<file path="src/rtl/vga_pix_pkg.sv">
// vga_pix_pkg: shared pixel types, RGB565 to 10-bit expansion and frame sizing helpers
package vga_pix_pkg;
  localparam int H_ACT_DEFAULT = 640;
  localparam int V_ACT_DEFAULT = 480;
  localparam int FRAME_PIXELS = H_ACT_DEFAULT * V_ACT_DEFAULT;
  typedef struct packed {
    logic [4:0] r;
    logic [5:0] g;
    logic [4:0] b;
  } rgb565_t;
  typedef struct packed {
    logic [9:0] r;
    logic [9:0] g;
    logic [9:0] b;
  } rgb10_t;
  typedef enum logic {FILL, HOLD} fetch_state_t;
  function automatic int frame_pixels(input int h, input int v);
    return h * v;
  endfunction
  // Replicating the MSBs into the low bits maps full scale to 10'h3FF and zero to zero.
  function automatic rgb10_t expand565(input rgb565_t p);
    return '{r: {p.r, p.r}, g: {p.g, p.g[5:2]}, b: {p.b, p.b}};
  endfunction
endpackage

</file>
<file path="src/rtl/vga_pix_fifo.sv">
// vga_pix_fifo: first-word-fall-through synchronous FIFO with flush and occupancy count
module vga_pix_fifo #(
  parameter int DEPTH = 16,
  parameter int W = 16,
  localparam int AW = $clog2(DEPTH)
) (
  input  logic          clk,
  input  logic          rst_n,
  input  logic          flush,
  input  logic          push,
  input  logic          pop,
  input  logic [W-1:0]  din,
  output logic [W-1:0]  dout,
  output logic [AW:0]   count
);
  logic [W-1:0] mem [DEPTH];
  logic [AW-1:0] wr_ptr, rd_ptr;
  assign dout = mem[rd_ptr];
  always_ff @(posedge clk or negedge rst_n)
    if (!rst_n) begin
      wr_ptr <= '0;
      rd_ptr <= '0;
      count  <= '0;
    end else if (flush) begin
      wr_ptr <= '0;
      rd_ptr <= '0;
      count  <= '0;
    end else begin
      if (push) wr_ptr <= wr_ptr + 1'b1;
      if (pop) rd_ptr <= rd_ptr + 1'b1;
      count <= count + {{AW{1'b0}}, push} - {{AW{1'b0}}, pop};
    end
  always_ff @(posedge clk)
    if (push && !flush) mem[wr_ptr] <= din;
endmodule

</file>
<file path="src/rtl/vga_sram_pixel_reader.sv">
// vga_sram_pixel_reader: prefetches RGB565 pixels from SRAM into a FIFO and serves 10-bit RGB per request.
// Optional VGA_TEST_PATTERN_EN adds i_pattern_sel for an internal 8-bar colour pattern.
module vga_sram_pixel_reader
  import vga_pix_pkg::*;
#(
  parameter int          H_ACT      = H_ACT_DEFAULT,
  parameter int          V_ACT      = V_ACT_DEFAULT,
  parameter int          FIFO_DEPTH = 16,
  parameter logic [19:0] BASE_ADDR  = 20'd0
) (
  input  logic        i_clk,
  input  logic        i_rst_n,
  input  logic        i_frame_start,
  input  logic        i_request,
`ifdef VGA_TEST_PATTERN_EN
  input  logic        i_pattern_sel,
`endif
  output logic [9:0]  o_red,
  output logic [9:0]  o_green,
  output logic [9:0]  o_blue,
  input  logic        i_sram_gnt,
  output logic [19:0] o_sram_addr,
  input  logic [15:0] i_sram_dq,
  output logic        o_sram_oe_n,
  output logic        o_sram_ce_n,
  output logic        o_underflow
);
  localparam int FRAME = frame_pixels(H_ACT, V_ACT);
  localparam int CW = $clog2(FIFO_DEPTH) + 1;
  fetch_state_t state, state_nxt;
  logic [19:0] fetch_cnt, addr_q;
  logic epoch, s1_v, s1_ep, s2_v, s2_ep;
  logic [15:0] s2_d, head;
  logic [CW-1:0] count, inflight;
  logic [CW:0] occ;
  logic issue, push, pop, pattern, last_fetch;
  rgb10_t pix, bar;
`ifdef VGA_TEST_PATTERN_EN
  localparam int XW = $clog2(H_ACT);
  localparam int BAR_W = H_ACT / 8;
  logic [XW-1:0] x;
  logic [2:0] bar_idx;
  assign pattern = i_pattern_sel;
  assign bar_idx = 3'(x / XW'(BAR_W));
  assign bar = '{r: {10{~bar_idx[1]}}, g: {10{~bar_idx[2]}}, b: {10{~bar_idx[0]}}};
  always_ff @(posedge i_clk or negedge i_rst_n)
    if (!i_rst_n) x <= '0;
    else if (i_frame_start) x <= '0;
    else if (i_request) x <= (x == XW'(H_ACT - 1)) ? '0 : x + 1'b1;
`else
  assign pattern = 1'b0;
  assign bar = '0;
`endif
  // Only returns tagged with the current epoch count toward occupancy or reach the FIFO.
  assign inflight = CW'(s1_v && s1_ep == epoch) + CW'(s2_v && s2_ep == epoch);
  assign occ = {1'b0, count} + {1'b0, inflight};
  assign last_fetch = fetch_cnt == 20'(FRAME - 1);
  assign issue = i_rst_n && !i_frame_start && !pattern && state == FILL && i_sram_gnt &&
                 occ < (CW + 1)'(FIFO_DEPTH);
  assign push = s2_v && s2_ep == epoch && !i_frame_start;
  assign pop = i_request && !i_frame_start && !pattern && count != '0;
  assign o_sram_oe_n = !issue;
  assign o_sram_ce_n = !issue;
  assign o_sram_addr = issue ? BASE_ADDR + fetch_cnt : addr_q;
  assign o_red = pix.r;
  assign o_green = pix.g;
  assign o_blue = pix.b;
  always_comb begin
    state_nxt = state;
    if (i_frame_start) state_nxt = FILL;
    else if (issue && last_fetch) state_nxt = HOLD;
  end
  always_ff @(posedge i_clk or negedge i_rst_n)
    if (!i_rst_n) begin
      state     <= FILL;
      fetch_cnt <= '0;
      addr_q    <= BASE_ADDR;
      epoch     <= 1'b0;
      s1_v      <= 1'b0;
      s1_ep     <= 1'b0;
      s2_v      <= 1'b0;
      s2_ep     <= 1'b0;
      s2_d      <= '0;
    end else begin
      state <= state_nxt;
      s1_v  <= issue;
      s1_ep <= epoch;
      s2_v  <= s1_v;
      s2_ep <= s1_ep;
      s2_d  <= i_sram_dq;
      if (i_frame_start) begin
        fetch_cnt <= '0;
        epoch     <= !epoch;
      end else if (issue) begin
        fetch_cnt <= fetch_cnt + 20'd1;
        addr_q    <= o_sram_addr;
      end
    end
  always_ff @(posedge i_clk or negedge i_rst_n)
    if (!i_rst_n) begin
      pix         <= '0;
      o_underflow <= 1'b0;
    end else if (i_frame_start) o_underflow <= 1'b0;
    else if (i_request) begin
      if (pattern) pix <= bar;
      else if (count != '0) pix <= expand565(rgb565_t'(head));
      else begin
        pix         <= '0;
        o_underflow <= 1'b1;
      end
    end
  vga_pix_fifo #(.DEPTH(FIFO_DEPTH), .W(16)) u_fifo (
    .clk   (i_clk),
    .rst_n (i_rst_n),
    .flush (i_frame_start),
    .push  (push),
    .pop   (pop),
    .din   (s2_d),
    .dout  (head),
    .count (count)
  );
endmodule

</file>
<file path="config.mk">
export PLATFORM = sky130hd
export DESIGN_NAME = vga_sram_pixel_reader
export DESIGN_NICKNAME = d
export VERILOG_FILES = /design/src/rtl/vga_pix_pkg.sv /design/src/rtl/vga_pix_fifo.sv /design/src/rtl/vga_sram_pixel_reader.sv
export SDC_FILE = /design/constraint.sdc
export NUM_CORES = 1
export LEC_CHECK = 0
export BUFFER_PORTS_ARGS = -buffer_cell sky130_fd_sc_hd__buf_2
export CORE_MARGIN = 10
export CORE_UTILIZATION = 40
export DETAILED_ROUTE_END_ITERATION = 16
export PLACE_DENSITY_LB_ADDON = 0.08
export SYNTH_ARGS = -nofsm -noshare
export SYNTH_HDL_FRONTEND = slang
export SYNTH_SLANG_ARGS = --single-unit
</file>
<file path="constraint.sdc">
create_clock -name i_clk -period 3.43 [get_ports i_clk]
set_input_delay 0 -clock i_clk [delete_from_list [all_inputs] [get_ports i_clk]]
set_output_delay 0 -clock i_clk [all_outputs]
set_load 0.01 [all_outputs]
</file>
==> flow_summary.toml <==
[synthesis]
synth_fa_ha_area_share_pct = 1.59
synth_xor_area_share_pct = 0.631
netlist-cell-type-count = 45
synthSimpleGateAreaFrac_pct = 4.59
seq_area_frac_synth_pct = 72.0
syn_area_sq_um = 13900
syn_inst = 777
synth_seq_cells = 348
synth_top_family_by_area = "multiplexers"
muxShareOfSynthArea_pct = 13.6
syn_area_per_cell_sq_um = 17.9
synth_warnings = 0
synth_nets = 815
synth-compound-area-share_pct = 5.13

[cts]
cts_root_buf = "clkbuf_16"
clk_latency_ps = 530
path_clk_slew_ps = 60
cts.path.max_buffers = 3
cts_made_buffers = 38
cts_max_level = 2
cts_sinks = 348
cts_tree = "built"

[finish]
layout_common_cells = "256 x edfxtp_1, 90 x dfrtp_1, 72 x buf_2"
drive_gt1_share_pct = 30.8
fin_cells = 1374
area_growth_syn_to_layout_pct = 17.5
layout_commonest_cell = "edfxtp_1"
diodes = 0
design_area_sq_um = 16300
fillers = 2930
fin_nets = 928

[critical_path]
path_class = "flop to output port"
startpoint_type = "flop"
cp_max_fo = 83
crit_required_ps = 3430
end_kind = "output port"
critPathArrivalTime_ps = 2890

[global_routing]
antenna_found_initial = 0
grt_overflow = 0
grt_pass1_wl_um = 48300
grt_pass1_vias = 8082
grt_max_degree = 84
grt_use_total_pct = 15.0

[detailed_routing]
finalWirelength_um = 31200
drt_iter0_drc = 501
drc = 0
wl_per_cell_um = 22.7
vias = 7359
via_per_inst = 5.36
drt-pass1-iter-count = 5
ant_nets = 0

[sta]
tns_ps = 0
finalSetupViolCount = 0
drv_slew = 0
setup_ws_ps = 542
tightest_slew_ps = 1020
skew_ps = 15.9
slew_headroom_pct = 32.1
fmax_mhz = 346
hold_viol_final = 0
fin_crit_sh_pct = 84.2
grt_setup_unrepaired = "false"
fin_crit_ps = 2890

[die]
die-area_sq_um = 42500
rows = 68
start_util_pct = 40.4
core-area_sq_um = 34400
die_h_um = 206
io_pins = 74
dieWidth_um = 206

[placement]
place_hpwl_um = 19200
portBuffers = 73
dp.cells = 1286
place_ws_ps = 536
place_congestion = 0.728
dpl_cell_area_sq_um = 14900

[power]
max-vdd-ir-drop_mv = 0.356
leakage_nw = 5.91
p_per_area_nw_per_um2 = 659

[job]
cap_violations = 0

[outcome]
status = "completed"

[worst_hold_path]
hold_path_class = "input port to asynchronous set/reset pin"
## per-layer routing
layer	track usage [%]	vias to the layer above	wire (um)
met1	19.3	3873	13400
met3	2.74	46	1430
li1	-	3286	-
met5	0	-	0
met2	25.6	154	15700
met4	4.27	0	618
## path summary, 6_finish.rpt
path,start,endpoint,slack (ps),cells after the start
min in group i_clk,i_sram_dq[12],s2_d[12],110,2
worst min-delay path,i_rst_n,o_blue[8],100,3
max in group asynchronous,i_rst_n,u_fifo.rd_ptr[0],1990,4
worst min register to register,s1_v,s2_v,380,0
worst max register to register,u_fifo.count[2],u_fifo.count[4],550,14
worst max-delay path,epoch,o_sram_addr[5],540,8
## final cells by class
cell class / count / area (sq um) / area share (%)
clock buffers: 52 / 1090 / 6.71
clock inverters: 17 / 134 / 0.821
inverters: 15 / 56.3 / 0.345
multi-input cells: 356 / 3570 / 21.9
flip-flops and latches: 348 / 9990 / 61.3
well taps: 455 / 569 / 3.49
repair buffers: 131 / 888 / 5.45
## power breakdown
part	leakage, nW	internal, mW	total, mW	switching, mW
sequential	3.51	4.70	4.98	0.276
clock	0.608	2.38	3.97	1.59
combinational	1.79	0.958	1.79	0.835
total	5.91	8.04	10.7	2.70
## timing repair
| action | 4_1_cts | 5_1_grt |
|---|---|---|
| hold endpoints to repair | 59 | 0 |
| hold buffers | 19 | 0 |
| resized for setup | 0 | 0 |
| buffers inserted | 0 | 0 |
## cells by family after synthesis
| group | after synthesis |
|---|---|
| xor gates and xnor gates | 10 |
| DFF | 348 |
| muxes | 103 |
| and+or+nand+nor | 124 |
| buffers and inverters | 73 |
| adders and majority gates | 17 |
| AOI/OAI and AO/OA | 102 |
## metrics by stage
| stage | hold WS, ps | power, mW | utilization (%) |
|---|---|---|---|
| 2_1_floorplan | -296 | 6.35 | - |
| 3_3_place_gp | 99.2 | 6.86 | 43.3 |
| 3_5_place_dp | 102 | 6.90 | 43.3 |
| 4_1_cts | 88.7 | 10.9 | 47.4 |
| 5_1_grt | 109 | 11.2 | 47.4 |
| 6_report | 103 | 10.7 | 47.4 |
## synthesized netlist by cell type, drive strengths merged
cell type,n,area share (%)
a2111oi,1,0.11
a21boi,1,0.054
a21o,1,0.054
a21oi,22,0.79
a22o,16,1.0
a22oi,32,1.7
a31o,1,0.063
and2,2,0.090
and3,1,0.045
and3b,1,0.063
and4,2,0.14
buf,38,1.6
clkbuf,20,0.54
dfrtp,92,17
edfxtp,256,55
fa,1,0.14
ha,16,1.4
inv,15,0.41
mux2,38,3.1
mux2i,1,0.099
mux4,64,10
nand2,40,1.1
nand2b,3,0.14
nand3,8,0.29
nand4,6,0.32
nand4bb,1,0.081
nor2,27,0.73
nor2b,4,0.18
nor3,5,0.18
nor4b,3,0.19
o211ai,1,0.054
o21ai,12,0.43
o311ai,1,0.063
o31ai,13,0.70
o41ai,1,0.063
or2,2,0.090
or3,7,0.32
or4,11,0.60
or4b,1,0.072
xnor2,5,0.32
xor2,5,0.32
## worst max-delay path, cell delays in order, from the launching register on
cell and delay (ps):
dfrtp_1 430, xnor2_1 140, and2_1 160, ha_1 270, a31o_2 180, mux2i_4 260
buf_12 320, mux2_2 400, buf_2 150
## sequential cells by signal, indices dropped and copies added (netlist names), 5 cells and up
signal        cells
fetch_cnt        20
u_fifo.mem      256
addr_q           20
u_fifo.count      5
o_green           6
s2_d             16
o_red             5
o_blue            5
(Power assumes the default switching activity.)
